--- src/rtl/alu_issue_seq.sv ---
// ALU issue sequencer: one registered issue stage feeding an external combinational ALU.
// Results are captured into a small in-order response FIFO.
module alu_issue_seq #(
  parameter int unsigned TAG_W     = 4,
  parameter int unsigned RSP_DEPTH = 3
) (
  input  logic             clk,
  input  logic             rst_n,
  input  logic             flush,
  input  logic             req_valid,
  output logic             req_ready,
  input  logic [31:0]      req_a,
  input  logic [31:0]      req_b,
  input  logic [3:0]       req_op,
  input  logic [TAG_W-1:0] req_tag,
  output logic [31:0]      alu_a,
  output logic [31:0]      alu_b,
  output logic [3:0]       alu_op,
  input  logic [31:0]      alu_y,
  input  logic [3:0]       alu_flags,
  output logic             rsp_valid,
  input  logic             rsp_ready,
  output logic [31:0]      rsp_y,
  output logic [3:0]       rsp_flags,
  output logic [TAG_W-1:0] rsp_tag,
  output logic [15:0]      done_cnt
);

  localparam int unsigned PtrW = (RSP_DEPTH > 1) ? $clog2(RSP_DEPTH) : 1;
  localparam int unsigned CntW = $clog2(RSP_DEPTH + 1);
  localparam int unsigned OccW = CntW + 1;
  localparam logic [PtrW-1:0] LastPtr  = PtrW'(RSP_DEPTH - 1);
  localparam logic [OccW-1:0] DepthOcc = OccW'(RSP_DEPTH);

  logic             issue_v_q, issue_v_d;
  logic [TAG_W-1:0] issue_tag_q, issue_tag_d;
  logic [31:0]      alu_a_q, alu_a_d;
  logic [31:0]      alu_b_q, alu_b_d;
  logic [3:0]       alu_op_q, alu_op_d;
  logic [PtrW-1:0]  wr_ptr_q, wr_ptr_d;
  logic [PtrW-1:0]  rd_ptr_q, rd_ptr_d;
  logic [CntW-1:0]  count_q, count_d;
  logic [15:0]      done_cnt_q, done_cnt_d;

  // Response storage is left unreset; it is only visible while count_q != 0.
  logic [31:0]      mem_y_q     [RSP_DEPTH];
  logic [3:0]       mem_flags_q [RSP_DEPTH];
  logic [TAG_W-1:0] mem_tag_q   [RSP_DEPTH];

  logic [OccW-1:0] occ;
  logic            accept;
  logic            push;
  logic            pop;

  function automatic logic [PtrW-1:0] ptr_inc(input logic [PtrW-1:0] p);
    return (p == LastPtr) ? '0 : p + 1'b1;
  endfunction

  // The issue stage reserves a FIFO slot, so ready looks at count plus issue_v.
  always_comb begin
    occ       = {1'b0, count_q} + OccW'(issue_v_q);
    req_ready = rst_n & ~flush & (occ < DepthOcc);
    accept    = req_valid & req_ready;
    push      = issue_v_q & ~flush;
    pop       = (count_q != '0) & rsp_ready;
  end

  always_comb begin
    issue_v_d   = issue_v_q;
    issue_tag_d = issue_tag_q;
    alu_a_d     = alu_a_q;
    alu_b_d     = alu_b_q;
    alu_op_d    = alu_op_q;
    wr_ptr_d    = wr_ptr_q;
    rd_ptr_d    = rd_ptr_q;
    count_d     = count_q;
    done_cnt_d  = done_cnt_q + {15'd0, pop};

    if (accept) begin
      alu_a_d     = req_a;
      alu_b_d     = req_b;
      alu_op_d    = req_op;
      issue_tag_d = req_tag;
    end

    if (flush) begin
      issue_v_d = 1'b0;
      wr_ptr_d  = '0;
      rd_ptr_d  = '0;
      count_d   = '0;
    end else begin
      if (accept) begin
        issue_v_d = 1'b1;
      end else if (push) begin
        issue_v_d = 1'b0;
      end
      if (push) begin
        wr_ptr_d = ptr_inc(wr_ptr_q);
      end
      if (pop) begin
        rd_ptr_d = ptr_inc(rd_ptr_q);
      end
      count_d = count_q + CntW'(push) - CntW'(pop);
    end
  end

  always_ff @(posedge clk or negedge rst_n) begin
    if (!rst_n) begin
      issue_v_q   <= 1'b0;
      issue_tag_q <= '0;
      alu_a_q     <= '0;
      alu_b_q     <= '0;
      alu_op_q    <= '0;
      wr_ptr_q    <= '0;
      rd_ptr_q    <= '0;
      count_q     <= '0;
      done_cnt_q  <= '0;
    end else begin
      issue_v_q   <= issue_v_d;
      issue_tag_q <= issue_tag_d;
      alu_a_q     <= alu_a_d;
      alu_b_q     <= alu_b_d;
      alu_op_q    <= alu_op_d;
      wr_ptr_q    <= wr_ptr_d;
      rd_ptr_q    <= rd_ptr_d;
      count_q     <= count_d;
      done_cnt_q  <= done_cnt_d;
    end
  end

  always_ff @(posedge clk) begin
    if (push) begin
      mem_y_q[wr_ptr_q]     <= alu_y;
      mem_flags_q[wr_ptr_q] <= alu_flags;
      mem_tag_q[wr_ptr_q]   <= issue_tag_q;
    end
  end

  assign alu_a     = alu_a_q;
  assign alu_b     = alu_b_q;
  assign alu_op    = alu_op_q;
  assign rsp_valid = (count_q != '0);
  assign rsp_y     = mem_y_q[rd_ptr_q];
  assign rsp_flags = mem_flags_q[rd_ptr_q];
  assign rsp_tag   = mem_tag_q[rd_ptr_q];
  assign done_cnt  = done_cnt_q;

endmodule

--- config.mk ---
export PLATFORM = sky130hd
export DESIGN_NAME = alu_issue_seq
export DESIGN_NICKNAME = d
export VERILOG_FILES = /design/src/rtl/alu_issue_seq.sv
export SDC_FILE = /design/constraint.sdc
export NUM_CORES = 1
export LEC_CHECK = 0
export BUFFER_PORTS_ARGS = -buffer_cell sky130_fd_sc_hd__buf_4
export CAP_MARGIN = 20
export CORE_AREA = 2 2 123 184
export CTS_BUF_LIST = sky130_fd_sc_hd__clkbuf_4 sky130_fd_sc_hd__clkbuf_8 sky130_fd_sc_hd__clkbuf_16
export CTS_CLUSTER_DIAMETER = 150
export DETAILED_ROUTE_END_ITERATION = 8
export DIE_AREA = 0 0 125 186
export PLACE_DENSITY_LB_ADDON = 0.05
export SLEW_MARGIN = 15
export SYNTH_ARGS = -nofsm -noshare
export SYNTH_HDL_FRONTEND = slang
export SYNTH_SLANG_ARGS = --single-unit
--- constraint.sdc ---
create_clock -name clk -period 4.5 [get_ports clk]
set_input_delay 0.9 -clock clk [delete_from_list [all_inputs] [get_ports clk]]
set_output_delay 0.9 -clock clk [all_outputs]
set_load 0.05 [all_outputs]
# [Word level (Yosys, flattened, before mapping)]
# Memories as Yosys holds them, arrays and structs flattened.
# Index checks and enable logic that the tools add are counted.
[totals] ff_bits=95 mem_bits_rw=120 in_bits=113 out_inout_bits=126 elab_cells=43 n_memories=3
[memory_table] memory="mem_y_q" words=3 width=32 rd=1 rd_ports_with_merged_regs=0 write_ports=1 line="46" text="logic [31:0] mem_y_q [RSP_DEPTH];"
[memory_table] memory="mem_flags_q" words=3 width=4 rd=1 rd_ports_with_merged_regs=0 write_ports=1 line="47" text="logic [3:0] mem_flags_q [RSP_DEPTH];"
[memory_table] memory="mem_tag_q" words=3 width=4 rd=1 rd_ports_with_merged_regs=0 write_ports=1 line="48" text="logic [TAG_W-1:0] mem_tag_q [RSP_DEPTH];"
[classes] n_addsub=6 n_lt_le_gt_ge=1 n_eq_ne=2 n_mux=12 n_bitwise=6 n_reduce_logical=4
[op_table] cell="adder 16 x 1 -> 16 bit" n=1
[op_table] cell="two-way mux 2 bit" n=7
[op_table] cell="nonzero test 2 bit" n=3
[op_table] cell="bitwise AND 1 bit" n=5
[op_table] cell="two-way mux 1 bit" n=5
[op_table] cell="adder 2 x 1 -> 2 bit, second input constant" n=2
[op_table] cell="== test 2 bit, second input constant" n=2
[op_table] cell="adder 2 x 1 -> 3 bit" n=1
[op_table] cell="< comparator 3 x 2 -> 1 bit, second input constant" n=1
[op_table] cell="nonzero test 3 bit" n=1
[op_table] cell="adder 2 x 1 -> 2 bit" n=1
[op_table] cell="subtractor 2 x 1 -> 2 bit" n=1
[op_table] cell="inverter 1 bit" n=1

# [Longest topological paths before layout]
# Gate-level depths: netlist of the first run.
[depth] ltp_word=6 ltp_mapped=7 depth_no_buf=7

# [Worst setup path after synthesis of the first run]
# Ideal clock, no wire load.
[synth_path] kind="input to register" start="in flush" end="mem mem_flags_q[1][0], enable pin" setup_time_ns=0.495 t_arrival_ns=4.188 required_ns=4.005 setup_slack_ns=-0.183 stages=3 n_path_buf=1 path_cell_list="buf_6 > nand2b_1 > nor3b_1"
[synth_via] elab_chain_cells=4
[synth_lines] element="start, declared" line="9" text="input logic flush,"
[synth_lines] element="inverter 1 bit" line="64" text="push = issue_v_q & ~flush;"
[synth_lines] element="bitwise AND 1 bit" line="64"
[synth_lines] element="two-way mux 1 bit" line="132" text="if (push) begin"
[synth_lines] element="two-way mux 1 bit (implied by the code)" line="134" text="mem_flags_q[wr_ptr_q] <= alu_flags;"
[synth_lines] element="end, declared" line="47"
# Every way passes these cells.

# [Final worst setup path of the first run]
[layout_path] start="reg rd_ptr_q[0]" end="out rsp_y[2]"
[layout_via] elab_chain_cells=1
[layout_lines] element="start, declared" line="41" text="logic [PtrW-1:0] rd_ptr_q, rd_ptr_d;"
[layout_lines] element="start signal, assigned" line="125" text="rd_ptr_q <= rd_ptr_d;"
[layout_lines] element="memory read (3 x 32 bit)"
[layout_lines] element="end, declared" line="23" text="output logic [31:0] rsp_y,"
# Every way passes these cells.

==> flow_summary.toml, run 1 <==
[grt]
grt_pass1_vias = 5267
antenna_found_initial = 0
grt_pass1_wl_um = 28000
grt_max_degree = 67
grt_overflow = 0
grt_util_all_layers_pct = 15.1

[clock_tree]
cts_made_buffers = 21
cts-root-buf = "clkbuf_16"
clock_latency_ps = 480
cts_resized = 0
cts_tree = "built"
clock_sinks = 215
clk_pin_slew_ps = 60
htreeDepth = 1
clk_path_buf_depth = 3
ctsHoldBuffers = 0
cts_post_setup_buffers_inserted = 0

[power]
ir_worst_vdd_uv = 311
power_density_nw_per_um2 = 547
leakagePower_nw = 4.69

[timing]
fmax_mhz = 303
grt_setup_unrepaired = "false"
period_needed_ps = 3300
finalSetupTns_ps = 0
whs_ps = 378
setup_viol = 0
relSlewSlack_pct = 34.0
clock_skew_ps = 9.37
maxSlewViolCount = 0
worst_slack_ps = 1200
post-route-period-util_pct = 73.4
hold_violations = 0
worst_slew_pin_slew_ps = 989

[critical_path]
path_max_fanout = 33
worstSetupStartpointType = "register"
crit_type = "reg2out"
cp-end-kind = "primary output"
cp_data_arrival_time_ps = 2400
worst-r2r-cell-count = 6
crit_required_ps = 3600

[synth]
yosysMostFrequentCell = "edfxtp_1"
synth_edf_count = 120
syn_inst = 502
avgSynthCellArea_um2 = 17.0
ys_warn_count = 0
ys_types = 32
synth_top_cells_by_count = "edfxtp_1 (120), dfrtp_1 (95), mux2_4 (69)"
ys_seq_elements = 215
async_reset_ff_share_pct = 44.2
ys_seq_area_share_pct = 70.2
yosys.area.top_type = "edfxtp_1"
syn_nets = 621
synth_area_leaders = "edfxtp_1 (42%), dfrtp_1 (28%), mux2_4 (12%), mux2i_1 (4.9%), o21ai_0 (2.4%)"
netlist_area_um2 = 8520
netlist.area_leader.share_pct = 42.3
synth_flop_cell = "edfxtp_1"

[place]
gp_congestion = 0.726
io_buffers = 238
dp_slack_ps = 1430
dp_hpwl_um = 12100
placed_cells = 998

[detailed_routing]
wl_um = 18000
ant_nets = 0
dr.pass1.iters = 4
vias = 4934
route.detailed.drc = 0
wire_per_inst_um = 17.4
dr.first_iter.drc_count = 190
vias_per_cell = 4.76

[floorplan]
rows = 66
die-area_um2 = 23300
start_util_pct = 39.4
ios = 239
die_w_um = 125
die_y_um = 186
core_um2 = 21600

[finish]
num-fill-cells = 1862
antenna_cells = 0
multiInputGateArea_um2 = 2310
stdcell_count = 1036
final_util_pct = 51.7
register_area_um2 = 5980
layout.nets = 869
areaGrowthSynthToFinish_pct = 31.4
drive_gt1_share_pct = 47.1

[outcome]
status = "complete, no violations"

[min_path]
hold_path_class = "in2async"

[flow_run]
cap_viol_max_count = 0
## final timing paths
path                       slack, ps                      end                     from
max in group asynchronous       2930  rd_ptr_q[0]$_DFFE_PN0P_                    rst_n
hold reg to reg                  490   done_cnt[15]$_DFF_PN0_   done_cnt[15]$_DFF_PN0_
hold / removal                   380    alu_b[12]$_DFFE_PN0P_                    rst_n
min in group clk                 490   done_cnt[15]$_DFF_PN0_   done_cnt[15]$_DFF_PN0_
setup reg to reg                1790    alu_a[12]$_DFFE_PN0P_    issue_v_q$_DFFE_PN0P_
setup / recovery                1200                 rsp_y[2]  rd_ptr_q[0]$_DFFE_PN0P_
## per-stage QoR
step,power [mW],cell area [um2]
final,6.12,11200
after global routing,6.38,11200
after CTS,6.20,11200
after detailed placement,4.51,10500
after global placement,4.49,10500
after floorplan,3.86,8520
## flip-flops by register name, summed over array words and instances, names as in the netlist, 4 cells and up
| name | flops |
|---|---|
| mem_y_q | 96 |
| alu_a | 32 |
| alu_b | 32 |
| done_cnt | 16 |
| mem_flags_q | 12 |
| mem_tag_q | 12 |
| alu_op | 4 |
| issue_tag_q | 4 |
## routing by layer
metal	vias up	track usage [%]	part of all wire, %
met3	31	4.20	7.9
met2	195	26.7	51
li1	2316	-	-
met5	-	0	0
met4	0	5.56	2.8
met1	2392	17.6	38
## cells by family (layout without fill, tap and decap cells)
logic type,Yosys count,count (layout),synth area share (%)
AOI/OAI and AO/OA,44,44,2.59
adders and majority gates,6,6,0.881
muxes,114,114,17.5
DFF,215,215,70.2
buffers and inverters,28,290,2.82
and+or+nand+nor,79,79,4.35
xor gates and xnor gates,16,16,1.65
## worst max-delay path, cell delays in order, from the launching register on
cell and delay [ps]:
dfrtp_2 1020, buf_4 380, mux2i_1 100, o21ai_0 180, buf_4 230
## final cells by class
| class | count | share of cell area (%) |
|---|---|---|
| tap | 272 | 3.04 |
| clock inverter | 8 | 0.526 |
| sequential | 215 | 53.5 |
| multi-input combinational | 259 | 20.7 |
| timing repair buffer | 248 | 16.9 |
| clock buffer | 29 | 5.23 |
| inverter | 5 | 0.168 |
## power breakdown
part | switching (mW) | internal, mW
Clock | 0.697 | 0.966
Sequential | 0.188 | 2.30
Combinational | 1.25 | 0.725
Total | 2.13 | 3.99
## layout by cell type, fill, tap and decap left out, types with 2 or more instances in the layout
cell type / count
o21ai_0: 41
nor2_1: 7
clkbuf_4: 8
inv_1: 5
xor2_1: 11
buf_12: 2
ha_1: 6
nand3_1: 4
dfrtp_2: 2
mux2_4: 69
nand2b_1: 2
clkbuf_16: 21
a21oi_1: 3
mux2i_1: 42
nor3_1: 4
mux2_2: 3
nand4_1: 3
dfrtp_1: 93
xnor2_1: 5
clkinv_1: 5
nor4_1: 4
clkinv_2: 2
buf_4: 246
nor3b_2: 2
nand2_1: 44
edfxtp_1: 120
No activity file was read; power rests on OpenSTA's default activity.
==> run 2, diff against run 1 <==
Clock period 4.5 ns to 2.72 ns, I/O delays scaled along.
==> run 2 against run 1 <==
Net effect: worst hold slack worse by 140 ps; critical path depth unchanged; clock-buffer cell count unchanged; sequential power up 64%; largest cell class unchanged.
==> flow_summary.toml, run 2 (same netlist as run 1, synthesis figures left out) <==
[floorplan]
die-area_um2 = 23300
die_y_um = 186
core_um2 = 21600
ios = 239
die_w_um = 125
rows = 66
start_util_pct = 39.4

[clock_tree]
htreeDepth = 1
cts_post_setup_buffers_inserted = 0
clock_sinks = 215
cts-root-buf = "clkbuf_16"
clock_latency_ps = 490
cts_tree = "built"
clk_path_buf_depth = 3
clk_pin_slew_ps = 70
cts_made_buffers = 21

[timing]
grt_setup_unrepaired = "false"
fmax_mhz = 391
clock_skew_ps = 8.55
setup_viol = 0
hold_violations = 0
post-route-period-util_pct = 93.9
maxSlewViolCount = 0
worst_slew_pin_slew_ps = 957
finalSetupTns_ps = 0
period_needed_ps = 2550
relSlewSlack_pct = 36.2
worst_slack_ps = 166

[critical_path]
slowest_stage = "dfrtp_2"
path_max_fanout = 30
worstPathCellList = "buf_4 > nand2_1 > o21ai_0 > buf_4"
crit_family = "flip-flops"
cp_data_arrival_time_ps = 2010
path_buf_inv = 2
crit_type = "reg2out"
crit_required_ps = 2180
slowest_delay_ps = 700
crit_top_cell = "buf_4"
cp-end-kind = "primary output"
worstSetupStartpointType = "register"

[detailed_routing]
vias_per_cell = 4.74
wl_um = 18100
ant_nets = 0
dr.first_iter.drc_count = 224
route.detailed.drc = 0
wire_per_inst_um = 17.4
dr.pass1.iters = 6
vias = 4925

[place]
dp_hpwl_um = 12300
dp_slack_ps = 401
io_buffers = 238
gp_congestion = 0.728
placed_cells = 1000

[power]
swShare_pct = 34.0
leakagePower_nw = 4.76
p_sw_mw = 3.57
p_clk_share_pct = 29.4
intPower_mw = 6.92
seq_power_share_pct = 39.0
total_power_mw = 10.5
power_density_nw_per_um2 = 921
ir_worst_vdd_uv = 502
power_frac_comb_pct = 31.7

[finish]
most-common-layout-cells = "buf_4 (242), edfxtp_1 (120), dfrtp_1 (93), mux2_4 (69), nand2_1 (44)"
register_area_um2 = 5990
final_util_pct = 52.6
areaGrowthSynthToFinish_pct = 33.7
regMostFlops = "mem_y_q"
stdcell_count = 1039
mostFrequentLayoutCell = "buf_4"
layout.nets = 871
largest_reg_flops = 96
multiInputGateArea_um2 = 2330
drive_gt1_share_pct = 47.3
num-fill-cells = 1846
antenna_cells = 0

[grt]
grt_pass1_wl_um = 28000
grt_overflow = 0
grt_util_all_layers_pct = 15.2
grt_pass1_vias = 5297
grt_max_degree = 77
antenna_found_initial = 0

[outcome]
status = "complete, no violations"

[min_path]
hold_path_class = "in2reg"

[flow_run]
cap_viol_max_count = 0
==> run 2: changes by cell type in the layout (fill, tap and decap cells not counted), moves of 2 or more <==
cell       delta
clkbuf_4      -3
nor3b_4       +2
buf_12        +5
nor3b_2       -2
bufinv_16     +2
buf_4         -4
clkbuf_16     +2
==> run 2: cell type report <==
cell class                 instances  area share [%]
sequential                       215            52.5
inverter                           5           0.165
clock buffer                      29            5.50
timing repair buffer             250            17.3
multi-input combinational        259            20.5
clock inverter                     9            1.04
tap                              272            2.99
==> run 2: repair_timing <==
action | CTS | global route
hold endpoints to repair | 19 | 0
hold buffers | 1 | 0
endpoints found under the setup margin | 0 | 7
resized for setup | 0 | 1
==> run 2: layer usage <==
layer | part of all wire, % | GRT usage [%]
met1 | 37 | 16.9
met2 | 53 | 28.1
met3 | 7.5 | 4.43
met4 | 2.0 | 4.58
met5 | 0 | 0
==> run 2: metrics by stage <==
stage / hold WS (ps) / cell area [um2]
after floorplan: 248 / 8530
after global placement: 449 / 10600
after detailed placement: 458 / 10600
after CTS: 218 / 11400
after global routing: 219 / 11400
final: 238 / 11400
==> run 2: power by group through the flow <==
stage	clock network, mW	registers (mW)	logic [mW]
CTS	3.17	4.09	3.36
finish	3.08	4.09	3.32
global placement	0	4.13	3.32
detailed placement	0	4.13	3.36
global route	3.32	4.14	3.47
floorplan	0	5.06	1.34
==> run 2: path summary, 6_finish.rpt <==
check / start / end / slack (ps) / depth (start not counted)
setup / recovery: rd_ptr_q[1]$_DFFE_PN0P_ / rsp_flags[2] / 170 / 4
hold / removal: alu_y[16] / mem_y_q[2][16]$_DFFE_PP_ / 240 / 1
setup reg to reg: issue_v_q$_DFFE_PN0P_ / alu_a[17]$_DFFE_PN0P_ / 410 / 6
hold reg to reg: done_cnt[15]$_DFF_PN0_ / done_cnt[15]$_DFF_PN0_ / 480 / 1
max in group asynchronous: rst_n / rd_ptr_q[0]$_DFFE_PN0P_ / 870 / 3
min in group asynchronous: rst_n / alu_a[17]$_DFFE_PN0P_ / 490 / 2
==> run 2: worst reg2reg max path, cell delays in order (launching register included) <==
cell     delay [ps]
dfrtp_1         430
ha_1            220
ha_1            260
a21oi_1         190
and4b_4         400
buf_12          330
mux2_4          360
